==> src/rtl/qracc_pkg.sv <==
// qracc_pkg: shared types and constants for the QRAcc SRAM port arbiter.
package qracc_pkg;

    typedef enum logic [1:0] {ARB_IDLE, ARB_ISSUE, ARB_WAIT_RD} qracc_arb_state_t;

    localparam int NUM_SRAM_REQUESTERS = 2;

endpackage

==> src/rtl/qracc_sram_arbiter.sv <==
// qracc_sram_arbiter: round-robin sharing of the single QRAcc SRAM port between host and loader.
module qracc_sram_arbiter
    import qracc_pkg::*;
#(
    parameter int numRows = 128,
    parameter int numCols = 32,
    localparam int AW = $clog2(numRows)
) (
    input  logic                                   clk,
    input  logic                                   nrst,
    input  logic [NUM_SRAM_REQUESTERS-1:0]         req_wr_i,
    input  logic [NUM_SRAM_REQUESTERS-1:0]         req_valid_i,
    output logic [NUM_SRAM_REQUESTERS-1:0]         req_ready_o,
    input  logic [NUM_SRAM_REQUESTERS*AW-1:0]      req_addr_i,
    input  logic [NUM_SRAM_REQUESTERS*numCols-1:0] req_wdata_i,
    output logic [NUM_SRAM_REQUESTERS-1:0]         rsp_valid_o,
    output logic [numCols-1:0]                     rsp_rdata_o,
    output logic                                   sram_rq_wr_o,
    output logic                                   sram_rq_valid_o,
    input  logic                                   sram_rq_ready_i,
    output logic [AW-1:0]                          sram_addr_o,
    output logic [numCols-1:0]                     sram_wr_data_o,
    input  logic                                   sram_rd_valid_i,
    input  logic [numCols-1:0]                     sram_rd_data_i
);

    qracc_arb_state_t state;
    logic             last_grant;
    logic             owner;
    logic             gnt;

    // On a tie the port that did not win last time gets the grant.
    always_comb begin
        gnt         = &req_valid_i ? ~last_grant : req_valid_i[1];
        req_ready_o = (state == ARB_IDLE && |req_valid_i) ? (gnt ? 2'b10 : 2'b01) : 2'b00;
    end

    always_ff @(posedge clk or negedge nrst) begin
        if (!nrst) begin
            state           <= ARB_IDLE;
            last_grant      <= 1'b1;
            owner           <= 1'b0;
            sram_rq_wr_o    <= 1'b0;
            sram_rq_valid_o <= 1'b0;
            sram_addr_o     <= '0;
            sram_wr_data_o  <= '0;
            rsp_valid_o     <= '0;
            rsp_rdata_o     <= '0;
        end else begin
            rsp_valid_o <= '0;
            case (state)
                ARB_IDLE: if (|req_valid_i) begin
                    state           <= ARB_ISSUE;
                    sram_rq_valid_o <= 1'b1;
                    sram_rq_wr_o    <= req_wr_i[gnt];
                    sram_addr_o     <= gnt ? req_addr_i[AW +: AW] : req_addr_i[0 +: AW];
                    sram_wr_data_o  <= gnt ? req_wdata_i[numCols +: numCols] : req_wdata_i[0 +: numCols];
                    owner           <= gnt;
                    last_grant      <= gnt;
                end
                ARB_ISSUE: if (sram_rq_ready_i) begin
                    sram_rq_valid_o <= 1'b0;
                    state           <= sram_rq_wr_o ? ARB_IDLE : ARB_WAIT_RD;
                end
                ARB_WAIT_RD: if (sram_rd_valid_i) begin
                    rsp_rdata_o        <= sram_rd_data_i;
                    rsp_valid_o[owner] <= 1'b1;
                    state              <= ARB_IDLE;
                end
                default: state <= ARB_IDLE;
            endcase
        end
    end

endmodule
==> config.mk <==
export PLATFORM = sky130hd
export DESIGN_NAME = qracc_sram_arbiter
export DESIGN_NICKNAME = d
export VERILOG_FILES = /design/src/rtl/qracc_pkg.sv /design/src/rtl/qracc_sram_arbiter.sv
export SDC_FILE = /design/constraint.sdc
export NUM_CORES = 1
export LEC_CHECK = 0
export ABC_CLOCK_PERIOD_IN_PS = 1600
export CELL_PAD_IN_SITES_DETAIL_PLACEMENT = 0
export CELL_PAD_IN_SITES_GLOBAL_PLACEMENT = 1
export CORE_UTILIZATION = 28
export CTS_CLUSTER_SIZE = 40
export DETAILED_ROUTE_END_ITERATION = 16
export GPL_TIMING_DRIVEN = 0
export PLACE_DENSITY = 0.81
export SLEW_MARGIN = 20
export SYNTH_ARGS = -nofsm -noshare
export SYNTH_HDL_FRONTEND = slang
export SYNTH_SLANG_ARGS = --single-unit
==> constraint.sdc <==
create_clock -name clk -period 1.6 [get_ports clk]
set_input_delay 0.32 -clock clk [delete_from_list [all_inputs] [get_ports clk]]
set_output_delay 0.32 -clock clk [all_outputs]
set_load 0.005 [all_outputs]
**Word-level counts from Yosys, hierarchy flattened**

Index checks and enable logic that the tools add are counted.

- Memories: 0
- Output and inout port bits: 77
- ROM bits: 0
- RAM bits: 0
- Register bits after elaboration: 79
- Bits of input ports: 118
- Word-level logic and storage cells: 47
- Latch bits: 0

- $mul: 0
- Add/subtract/negate cells: 0
- Reductions and logical operators: 10
- Divide/modulo/power cells: 0
- Equal/unequal tests: 5
- Bitwise gates (word level): 1
- Shift-type cells: 0
- Muxes and demuxes: 19
- $lt $le $gt $ge: 3

Operators by type and width:

| operator | count |
|---|---|
| $mux W32 | 1 |
| $mux W2 | 8 |
| $mux W7 | 1 |
| $mux W1 | 6 |
| $pmux W2 S3 | 1 |
| $reduce_and A2 Y1 | 3 |
| $reduce_and A3 Y1 | 2 |
| $lt A1 B2 Y1 const B | 2 |
| $ne A2 B2 Y1 const B | 2 |
| $eq A2 B1 Y1 const B | 1 |
| $eq A2 B2 Y1 const B | 1 |
| $logic_and A1 B1 Y1 | 2 |
| $logic_not A2 Y1 | 1 |
| $ne A2 B1 Y1 const B | 1 |
| $pmux W1 S2 | 1 |
| $reduce_bool A2 Y1 | 1 |
| $reduce_or A2 Y1 | 1 |
| $demux W1 S1 | 1 |
| $ge A1 B1 Y1 const B | 1 |
| $not A1 Y1 | 1 |

**Longest topological paths before layout**

Gate-level depths: netlist of the first run.

- Word-level depth: 6
- Gate-level depth with buffers: 5

**Worst setup path after synthesis of the first run**

OpenSTA, ideal clock, no wires.

- Path type: flip-flop to flip-flop
- From: register last_grant
- To: register sram_wr_data_o[23]
- Setup time: 0.126 ns
- Slack: 0.201 ns
- Clock period less this slack: 1.399 ns
- Stages on the path, launching flop included: 6
- Arrival: 1.273 ns
- Cells stage by stage: dfstp_2 > nand2_1 > and3_1 > buf_2 > buf_2 > a221o_1

- Word-level cells in the longest chain between the ends: 3

RTL lines:

| item | line | RTL |
|---|---|---|
| start: declaration | qracc_sram_arbiter.sv:28 | `logic last_grant;` |
| start signal: assignment | qracc_sram_arbiter.sv:59 | `last_grant <= gnt;` |
| $not A1 Y1 | qracc_sram_arbiter.sv:34 | `gnt = &req_valid_i ? ~last_grant : req_valid_i[1];` |
| $mux W1 | qracc_sram_arbiter.sv:34 |  |
| $mux W32 | qracc_sram_arbiter.sv:57 | `sram_wr_data_o <= gnt ? req_wdata_i[numCols +: numCols] : req_wdata_i[0 +: numCols];` |
| end signal: assignment | qracc_sram_arbiter.sv:57 |  |
| end: declaration | qracc_sram_arbiter.sv:22 | `output logic [numCols-1:0] sram_wr_data_o,` |

Every way passes these cells.
A chain may end at the register's enable or synchronous reset.

**Worst setup path after layout of the first run**

- From: register last_grant
- To: output req_ready_o[0]

- Word-level cells in the longest chain between the ends: 4

RTL lines:

| item | line | RTL |
|---|---|---|
| $not A1 Y1 | qracc_sram_arbiter.sv:34 |  |
| $mux W1 | qracc_sram_arbiter.sv:34 |  |
| $mux W2 (2 in series) | qracc_sram_arbiter.sv:35 | `req_ready_o = (state == ARB_IDLE && \|req_valid_i) ? (gnt ? 2'b10 : 2'b01) : 2'b00;` |
| end: declaration | qracc_sram_arbiter.sv:13 | `output logic [NUM_SRAM_REQUESTERS-1:0] req_ready_o,` |

Every way passes these cells.

==> metrics.md, run 1 <==
| Metric | Value |
|---|---|
| Kind of end point of the critical path | `primary output` |
| Layout cells sized above 1 | `19.2%` |
| Leak | `2.51 nW` |
| DR vias | `2852` |
| Final Hold Viols | `0` |
| First-pass detailed-route iteration total | `4` |
| Fin. max-slew vios | `0` |
| Clk_lat worst skew | `330 ps` |
| ANT cells | `0` |
| Slowest cell on crit path | `dfstp_2` |
| Initial antenna violation count | `0` |
| Worst EP arrival | `1370 ps` |
| Dpl cells | `574` |
| First-pass GRT wire length | `15.8 mm` |
| Fin cells | `597` |
| Clk buf depth | `2` |
| Clk root buf | `clkbuf_16` |
| Synthesis warning total | `0` |
| Cell accounting for the most synthesized area | `dfrtp_1` |
| Area added between synthesis and finish | `80.1%` |
| Top-count cell post-synth | `dfrtp_1` |
| Die Y | `111 um` |
| Core outline area | `11500 um2` |
| Synth Flop Type | `dfrtp_1` |
| Ys async rst share | `100%` |
| Final HPWL DP | `6.98 mm` |
| CP Class | `reg2out` |
| Pwr Total | `10.6 mW` |
| Area of the mapped netlist | `3300 um2` |
| Final min period | `1690 ps` |
| Syn Area/Cell | `14.0 um2` |
| Total gr overflow | `0` |
| Initial Util | `28.8%` |
| Commonest cells post-synth | `78 x dfrtp_1, 40 x a221o_1, 32 x mux2_2` |
| Violated checks | `negative setup slack` |
| Pin count of the biggest net entering global routing | `52` |
| Worst path top cell family by delay | `flip-flops` |
| Chip width | `111 um` |
| Final Net Count | `567` |
| Drt via density | `4.78` |
| Gr usage total | `16.2%` |
| Status | `finished, violations left` |
| Mapped Cells | `236` |
| Number of max-cap violations | `0` |
| Largest cells by area after synthesis | `dfrtp_1 59%, a221o_1 12%, mux2_2 11%` |
| Synth cell types | `22` |
| Vias in the first global route | `3088` |
| CP max stage delay | `550 ps` |
| Synthesized Nets | `354` |
| Port bufs | `194` |
| Setup TNS after final layout | `-122 ps` |
| Std cell rows | `39` |
| Fmax | `0.593 GHz` |
| Synth top area share | `59.2%` |
| Critical Path Start Type | `flip-flop` |
| Post-synthesis sequential area ratio | `60.0%` |
| Yosys reg bits | `79` |
| DR WL/cell | `16.2 um` |
| Crit Path Max Fanout | `3` |
| CTS tree | `done` |
| Tcrit/Tclk final | `105%` |
| Peak supply drop | `0.000810 V` |
| Pre-CTS setup slack | `-625 ps` |
| Critical path buffer and inverter count | `2` |
| Worst slew pin tran | `406 ps` |
| Final setup vio count | `2` |
| Layout fillers | `1006` |
| Total CTS buffers | `9` |
| Remaining antenna violation count | `0` |
| Relative slew slack | `72.9%` |
| Final core utilization | `51.8%` |
| Top-Level Pins | `195` |
| Worst-path cell chain | `nand2b_4 -> and3_4 -> buf_8 -> buf_6` |
| Post-synth EDFFs | `0` |
| Sink Count | `79` |
| Initial drt markers | `82` |
| RSZ-0062 raised after global routing | `true` |
| CTS clock-pin slew for the worst setup and hold paths | `60 ps` |
| Detailed Route WL | `9.69 mm` |
| Worst EP required | `1280 ps` |
| Drt drc | `0` |
| CTS HTree Levels | `3` |
| Final Skew | `7.56 ps` |
| Area of the die | `12200 um2` |
| Cell Pwr Density | `1780 nW/um2` |
| Worst min-delay path class | `in2async` |
| Final worst slack | `-85.8 ps` |
| Routability Congestion | `0.712` |
[registers in the layout (all words and copies together) (netlist names)]
register and cells:
last_grant 1, owner 1, sram_wr_data_o 32, sram_addr_o 7, sram_rq_wr_o 1, rsp_rdata_o 32
rsp_valid_o 2, sram_rq_valid_o 1, state 2
[repair_timing]
action / in CTS / in global routing
resized for setup: 37 / 10
buffers inserted: 8 / 2
hold buffers: 1 / 0
pin swaps: 2 / 0
endpoints found under the hold margin: 28 / 0
gates cloned: 0 / 0
setup endpoints to repair: 42 / 70
[where the power goes]
group / switching, mW / leakage, nW / internal, mW / total (mW)
logic: 1.59 / 1.37 / 3.16 / 4.75
clock network: 0.776 / 0.169 / 1.54 / 2.31
registers: 0.505 / 0.967 / 2.98 / 3.49
[through the flow]
| step | hold WS, ps | area (um2) |
|---|---|---|
| 2_1_floorplan | 24.4 | 3300 |
| 6_report | 470 | 5940 |
| 3_5_place_dp | 277 | 5440 |
| 3_3_place_gp | 482 | 5420 |
| 5_1_grt | 494 | 5940 |
| 4_1_cts | 463 | 5920 |
[metal layers]
| layer | vias to the layer above | share of wire (%) | track usage (%) |
|---|---|---|---|
| li1 | 1328 | - | - |
| met1 | 1378 | 43 | 19.6 |
| met2 | 134 | 48 | 27.0 |
| met3 | 12 | 7.6 | 4.83 |
| met4 | 0 | 1.6 | 6.67 |
| met5 | - | 0 | 0 |
[path summary, 6_finish.rpt]
path | slack (ps) | depth (start not counted) | endpoint | from
worst min-delay path | 470 | 2 | rsp_rdata_o[2] | nrst
min in group clk | 470 | 1 | rsp_valid_o[0] | owner
worst min register to register | 470 | 1 | rsp_valid_o[0] | owner
worst max register to register | 70 | 4 | rsp_rdata_o[18] | state[0]
max in group asynchronous | 500 | 3 | last_grant | nrst
worst max-delay path | -90 | 4 | req_ready_o[0] | last_grant
[layout by cell type (no fill, tap or decap), types with 2 or more instances in the layout]
master,Yosys,final
clkdlybuf4s50_1,0,189
dfrtp_1,78,76
a221o_1,40,40
mux2_2,32,32
a21boi_0,30,30
buf_4,0,16
a21boi_1,10,10
clkbuf_16,0,9
buf_6,5,7
clkbuf_4,0,6
nor2_1,5,5
clkbuf_8,0,5
a21oi_1,4,4
and3_4,1,2
inv_1,2,2
nand2b_1,3,2
bufinv_16,0,2
dlymetal6s2s_1,0,2
dfrtp_2,0,2
[final cells by class]
cell class                      count  area (um2)  share of cell area [%]
Buffer                             18         168                    2.82
Clock inverter                      2        60.1                    1.01
Clock buffer                       14         284                    4.78
Multi-Input combinational cell    133        1200                    20.2
Inverter                            2        7.51                   0.126
Sequential cell                    79        1980                    33.4
Tap cell                          143         179                    3.01
Timing Repair Buffer              206        2060                    34.7
[cell families (layout without fill, tap and decap cells)]
family / Yosys count / count (layout) / share of synthesized area, %
AOI/OAI and AO/OA: 86 / 86 / 22.4
buffers and inverters: 24 / 242 / 4.21
and+or+nand+nor: 15 / 15 / 2.51
DFF: 79 / 79 / 60.0
muxes: 32 / 32 / 10.9
Note: power is estimated with default switching activity, not from simulation.
==> run 2: changes to the inputs <==
--- a/config.mk
+++ b/config.mk
@@ -8,10 +8,12 @@
 export ABC_CLOCK_PERIOD_IN_PS = 1600
 export CELL_PAD_IN_SITES_DETAIL_PLACEMENT = 0
 export CELL_PAD_IN_SITES_GLOBAL_PLACEMENT = 1
+export CORE_MARGIN = 5
 export CORE_UTILIZATION = 28
 export CTS_CLUSTER_SIZE = 40
 export DETAILED_ROUTE_END_ITERATION = 16
 export GPL_TIMING_DRIVEN = 0
+export MAX_ROUTING_LAYER = met4
 export PLACE_DENSITY = 0.81
 export SLEW_MARGIN = 20
 export SYNTH_ARGS = -nofsm -noshare
==> run 2 against run 1 <==
  * The flow still finishes with violations (negative setup slack)
  * Combinational power is 1% higher
  * Largest cell class unchanged
  * Global-route usage is 0.73 points lower
  * Critical endpoint unchanged
  * Final area is 0.46% lower
  * Sequential power hardly changed
  * Wire length is 9.6% higher
  * Largest power group unchanged
  * Hold slack better by 0.97 ps
  * Sequential share of layout area is 0.16 points higher
  * Setup slack worse by 23 ps
  * Final cell count is 0.17% lower
  * Non-clock buffer count is 1 lower
==> metrics.md, run 2 (synthesis results as in run 1) <==
| Metric | Value |
|---|---|
| Violated checks | `negative setup slack (unchanged)` |
| First-pass GRT wire length | `17.1 mm (was 15.8 mm)` |
| Core outline area | `11500 um2 (unchanged)` |
| Leak | `2.48 nW (was 2.51 nW)` |
| Die Y | `119 um (was 111 um)` |
| Final Skew | `3.81 ps (was 7.56 ps)` |
| CP max stage delay | `560 ps (was 550 ps)` |
| Total CTS buffers | `9 (unchanged)` |
| DR vias | `2902 (was 2852)` |
| Final HPWL DP | `8.02 mm (was 6.98 mm)` |
| R2r worst-path depth | `4 (unchanged)` |
| Crit Path Max Fanout | `3 (unchanged)` |
| Leading cell type in the layout, fill and taps excluded | `clkdlybuf4s50_1 (unchanged)` |
| Worst min-delay path class | `in2async (unchanged)` |
| Remaining antenna violation count | `0 (unchanged)` |
| Total gr overflow | `0 (unchanged)` |
| Pre-CTS setup slack | `-679 ps (was -625 ps)` |
| Relative slew slack | `71.9% (was 72.9%)` |
| Worst-path cell chain | `nand2b_4 -> and3_4 -> buf_8 -> buf_6 (unchanged)` |
| Fin. max-slew vios | `0 (unchanged)` |
| CTS tree | `done (unchanged)` |
| WP depth | `4 (unchanged)` |
| Worst slew pin tran | `421 ps (was 406 ps)` |
| Crit path to | `req_ready_o[0] (unchanged)` |
| Final Hold Viols | `0 (unchanged)` |
| Crit. Startpoint | `last_grant (unchanged)` |
| Footprint of the multi-input gates | `1200 um2 (unchanged)` |
| Worst EP required | `1280 ps (about the same)` |
| Most frequent cells in the layout | `190 x clkdlybuf4s50_1, 76 x dfrtp_1, 40 x a221o_1 (was 189 x clkdlybuf4s50_1, 76 x dfrtp_1, 40 x a221o_1)` |
| Worst EP arrival | `1390 ps (was 1370 ps)` |
| Vias in the first global route | `3318 (was 3088)` |
| Tcrit/Tclk final | `107% (was 105%)` |
| Reg2reg end | `sram_wr_data_o[14] (was rsp_rdata_o[18])` |
| Kind of end point of the critical path | `primary output (unchanged)` |
| FF-to-FF Start | `state[0] (unchanged)` |
| Routability Congestion | `0.759 (was 0.712)` |
| Layout cells sized above 1 | `18.8% (was 19.2%)` |
| Clk buf depth | `2 (unchanged)` |
| Initial Util | `28.8% (unchanged)` |
| R2r setup slk | `50 ps (was 70 ps)` |
| Critical path buffer and inverter count | `2 (unchanged)` |
| Worst path top cell family by delay | `flip-flops (unchanged)` |
| Initial drt markers | `103 (was 82)` |
| Gr usage total | `15.5% (was 16.2%)` |
| Std cell rows | `39 (unchanged)` |
| CTS clock-pin slew for the worst setup and hold paths | `60 ps (about the same)` |
| Slowest cell on crit path | `dfstp_2 (unchanged)` |
| ANT cells | `0 (unchanged)` |
| Chip width | `119 um (was 111 um)` |
| Detailed Route WL | `10.6 mm (was 9.69 mm)` |
| Drt via density | `4.87 (was 4.78)` |
| Pin count of the biggest net entering global routing | `51 (was 52)` |
| Clk_lat worst skew | `330 ps (about the same)` |
| Final Net Count | `566 (was 567)` |
| CTS HTree Levels | `3 (unchanged)` |
| Number of max-cap violations | `0 (unchanged)` |
| Final core utilization | `51.5% (was 51.8%)` |
| Status | `finished, violations left (unchanged)` |
| Hold WS | `470 ps (about the same)` |
| Sink Count | `79 (unchanged)` |
| CP Class | `reg2out (unchanged)` |
| Pwr Total | `10.4 mW (was 10.6 mW)` |
| Final setup vio count | `2 (unchanged)` |
| Initial antenna violation count | `0 (unchanged)` |
| Drt drc | `0 (unchanged)` |
| Layout fillers | `1027 (was 1006)` |
| DR WL/cell | `17.8 um (was 16.2 um)` |
| First-pass detailed-route iteration total | `4 (unchanged)` |
| RSZ-0062 raised after global routing | `true (unchanged)` |
| Critical Path Start Type | `flip-flop (unchanged)` |
| Peak supply drop | `0.000803 V (was 0.000810 V)` |
| Final min period | `1710 ps (was 1690 ps)` |
| FF+latch area | `1980 um2 (unchanged)` |
| Setup TNS after final layout | `-172 ps (was -122 ps)` |
| Final worst slack | `-109 ps (was -85.8 ps)` |
| Fmax | `0.585 GHz (was 0.593 GHz)` |
| Area added between synthesis and finish | `79.3% (was 80.1%)` |
| Area of the die | `14000 um2 (was 12200 um2)` |
| Top-Level Pins | `195 (unchanged)` |
| Port bufs | `194 (unchanged)` |
| Clk root buf | `clkbuf_16 (unchanged)` |
| Cell Pwr Density | `1760 nW/um2 (was 1780 nW/um2)` |
| Top flop regs | `rsp_rdata_o: 32 flops, sram_wr_data_o: 32 flops, sram_addr_o: 7 flops (unchanged)` |
[run 2: cell type report]
cell class	instances	area share, %
Clock buffer	13	4.57
Timing Repair Buffer	203	34.4
Multi-Input combinational cell	133	20.3
Clock inverter	3	0.677
Sequential cell	79	33.5
Buffer	20	3.37
Inverter	2	0.127
Tap cell	143	3.03
[run 2: stage by stage]
stage	instances	area (um2)
floorplan	236	3300
global placement	573	5420
detailed placement	574	5440
CTS	597	5910
global route	596	5910
finish	596	5910
[run 2: worst min path at each step]
| stage | cells after the start | start | to |
|---|---|---|---|
| 6_report | 2 | nrst | rsp_rdata_o[4] |
| 3_3_place_gp | 1 | owner | rsp_valid_o[0] |
| 3_5_place_dp | 1 | nrst | rsp_rdata_o[4] |
| 4_1_cts | 2 | nrst | rsp_rdata_o[4] |
| 5_1_grt | 1 | owner | rsp_valid_o[0] |
| 2_1_floorplan | 0 | nrst | owner |
[run 2: per-layer routing]
metal | wire length [um] | vias to the layer above | track usage [%]
met2 | 4950 | 146 | 24.0
met1 | 4650 | 1413 | 19.0
li1 | - | 1334 | -
met4 | 116 | 0 | 4.96
met3 | 903 | 9 | 5.59
met5 | 0 | - | -
[run 2: what timing repair did]
action	4_1_cts	5_1_grt
setup buffers	7	0
pin swaps	3	0
resized for setup	44	5
setup endpoints to repair	45	41
hold buffers	1	0
endpoints found under the hold margin	29	0
[run 2: power by group]
group / switching, mW / internal, mW / total, mW
Clock: 0.774 / 1.33 / 2.11
Sequential: 0.514 / 2.98 / 3.50
Combinational: 1.65 / 3.15 / 4.80
==> run 3: changes to the inputs <==
--- a/config.mk
+++ b/config.mk
@@ -15,6 +15,7 @@
 export GPL_TIMING_DRIVEN = 0
 export MAX_ROUTING_LAYER = met4
 export PLACE_DENSITY = 0.81
+export SKIP_CTS_REPAIR_TIMING = 1
 export SLEW_MARGIN = 20
 export SYNTH_ARGS = -nofsm -noshare
 export SYNTH_HDL_FRONTEND = slang
==> run 3 against run 2 <==
  * The flow still finishes with violations (negative setup slack)
  * Total power increased by 1.0%
  * Maximum frequency decreased by 2.4%
  * First-iteration DRC count shrank 37%
  * Final cell count rose by 1.2%
  * Flip-flop and latch count unchanged
  * Clock power about the same
  * Critical path depth is 1 higher
  * Hold slack gained 1.8 ps
  * Combinational power rose by 2%
  * Via count grew 0.17%
  * Final area increased by 0.57%
  * Global-route usage is 0.36 points lower
  * Critical path type unchanged
  * Critical endpoint is now req_ready_o[1]
==> metrics.md, run 3 (synthesis results as in run 1) <==
| Metric | Value |
|---|---|
| Status | `finished, violations left (unchanged)` |
| Violated checks | `negative setup slack (unchanged)` |
| CTS HTree Levels | `3 (unchanged)` |
| Fmax | `0.571 GHz (was 0.585 GHz)` |
| Pre-CTS setup slack | `-679 ps (unchanged)` |
| ANT cells | `0 (unchanged)` |
| Worst min-delay path class | `in2async (unchanged)` |
| Clk buf depth | `2 (unchanged)` |
| Reg2reg end | `sram_wr_data_o[7] (was sram_wr_data_o[14])` |
| Routability Congestion | `0.759 (unchanged)` |
| RSZ-0062 raised after global routing | `true (unchanged)` |
| Cell Pwr Density | `1770 nW/um2 (was 1760 nW/um2)` |
| Initial drt markers | `65 (was 103)` |
| Chip width | `119 um (unchanged)` |
| Final worst slack | `-150 ps (was -109 ps)` |
| Sink Count | `79 (unchanged)` |
| Vias in the first global route | `3266 (was 3318)` |
| CTS tree | `done (unchanged)` |
| Port bufs | `194 (unchanged)` |
| Kind of end point of the critical path | `primary output (unchanged)` |
| CTS clock-pin slew for the worst setup and hold paths | `60 ps (about the same)` |
| Gr usage total | `15.1% (was 15.5%)` |
| First-pass detailed-route iteration total | `4 (unchanged)` |
| Worst slew pin tran | `425 ps (was 421 ps)` |
| Pwr Total | `10.5 mW (was 10.4 mW)` |
| Area added between synthesis and finish | `80.3% (was 79.3%)` |
| Clk_lat worst skew | `320 ps (was 330 ps)` |
| R2r worst-path depth | `6 (was 4)` |
| Detailed Route WL | `10.6 mm (about the same)` |
| Top flop regs | `rsp_rdata_o: 32 flops, sram_wr_data_o: 32 flops, sram_addr_o: 7 flops (unchanged)` |
| Drt via density | `4.82 (was 4.87)` |
| Total gr overflow | `0 (unchanged)` |
| Number of max-cap violations | `0 (unchanged)` |
| DR vias | `2907 (was 2902)` |
| Final min period | `1750 ps (was 1710 ps)` |
| DR WL/cell | `17.6 um (was 17.8 um)` |
| Cell Area, Placed | `5440 um2 (unchanged)` |
| Met2 wire length | `4.95 mm (about the same)` |
| Final HPWL DP | `8.02 mm (unchanged)` |
| Top-Level Pins | `195 (unchanged)` |
| Area of the die | `14000 um2 (unchanged)` |
| Peak supply drop | `0.000809 V (was 0.000803 V)` |
| First-pass GRT wire length | `16.7 mm (was 17.1 mm)` |
| Worst EP arrival | `1430 ps (was 1390 ps)` |
| Layout fillers | `1027 (unchanged)` |
| R2r setup slk | `-10 ps (was 50 ps)` |
| Relative slew slack | `71.6% (was 71.9%)` |
| Tcrit/Tclk final | `109% (was 107%)` |
| Hold WS | `472 ps (was 470 ps)` |
| Final Skew | `5.27 ps (was 3.81 ps)` |
| Std cell rows | `39 (unchanged)` |
| Met3 WL | `803 um (was 903 um)` |
| Die Y | `119 um (unchanged)` |
| Final setup vio count | `4 (was 2)` |
| Worst EP required | `1280 ps (about the same)` |
| Layout cells sized above 1 | `19.6% (was 18.8%)` |
| Crit path to | `req_ready_o[1] (was req_ready_o[0])` |
| Total CTS buffers | `9 (unchanged)` |
| Drt drc | `0 (unchanged)` |
| Critical Path Start Type | `flip-flop (unchanged)` |
| Crit Path Max Fanout | `5 (was 3)` |
| Max Used Layer | `met4 (unchanged)` |
| Clk root buf | `clkbuf_16 (unchanged)` |
| Final Hold Viols | `0 (unchanged)` |
| Design area | `5940 um2 (was 5910 um2)` |
| Leading cell type in the layout, fill and taps excluded | `clkdlybuf4s50_1 (unchanged)` |
| CP Class | `reg2out (unchanged)` |
| Met1 wire length | `4.75 mm (was 4.65 mm)` |
| Final core utilization | `51.8% (was 51.5%)` |
| Initial Util | `28.8% (unchanged)` |
| Initial antenna violation count | `0 (unchanged)` |
| Leak | `2.51 nW (was 2.48 nW)` |
| Most frequent cells in the layout | `190 x clkdlybuf4s50_1, 76 x dfrtp_1, 40 x a221o_1 (unchanged)` |
| Fin. max-slew vios | `0 (unchanged)` |
| Pin count of the biggest net entering global routing | `51 (unchanged)` |
| Core outline area | `11500 um2 (unchanged)` |
| Crit. Startpoint | `state[0] (was last_grant)` |
| FF-to-FF Start | `last_grant (was state[0])` |
| Remaining antenna violation count | `0 (unchanged)` |
| Final Net Count | `573 (was 566)` |
==> run 3: worst min-delay path by stage <==
stage / endpoint / cells past startpoint / from / slack, ps
after global routing: rsp_valid_o[0] / 1 / owner / 510
after detailed placement: rsp_rdata_o[4] / 1 / nrst / 280
final: rsp_rdata_o[4] / 2 / nrst / 470
after global placement: rsp_valid_o[0] / 1 / owner / 480
after CTS: rsp_rdata_o[4] / 1 / nrst / -70
after floorplan: owner / 0 / nrst / 20
==> run 3: routing by layer <==
layer  GRT usage (%)  up-vias
met5               -        -
met4            4.75        0
met3            5.35        9
met2            23.7      136
met1            18.4     1416
li1                -     1346
==> run 3: final cells by class <==
| type | instances | area [um2] | area share [%] |
|---|---|---|---|
| timing repair buffer | 212 | 2100 | 35.4 |
| sequential | 79 | 1980 | 33.3 |
| multi-input combinational | 133 | 1190 | 20.0 |
| clock buffer | 13 | 270 | 4.55 |
| tap | 143 | 179 | 3.01 |
| buffer | 18 | 175 | 2.95 |
| clock inverter | 3 | 40.0 | 0.674 |
| inverter | 2 | 7.51 | 0.126 |
==> run 3: where the power goes <==
part / switching [mW] / internal [mW]
clock: 0.777 / 1.33
sequential: 0.514 / 2.98
combinational: 1.66 / 3.24
total: 2.95 / 7.56
==> run 3: critical path: stages, from the launching register on <==
cell	delay, ps
dfrtp_2	440
nor2_4	180
and3_4	210
buf_6	90
buf_8	100
buf_6	80
==> run 3: metrics by stage <==
| stage | std cells | setup TNS [ps] |
|---|---|---|
| finish | 603 | -247 |
| detailed placement | 574 | -26270 |
| CTS | 590 | -8510 |
| floorplan | 236 | 0 |
| global route | 603 | -2480 |
| global placement | 573 | -231020 |
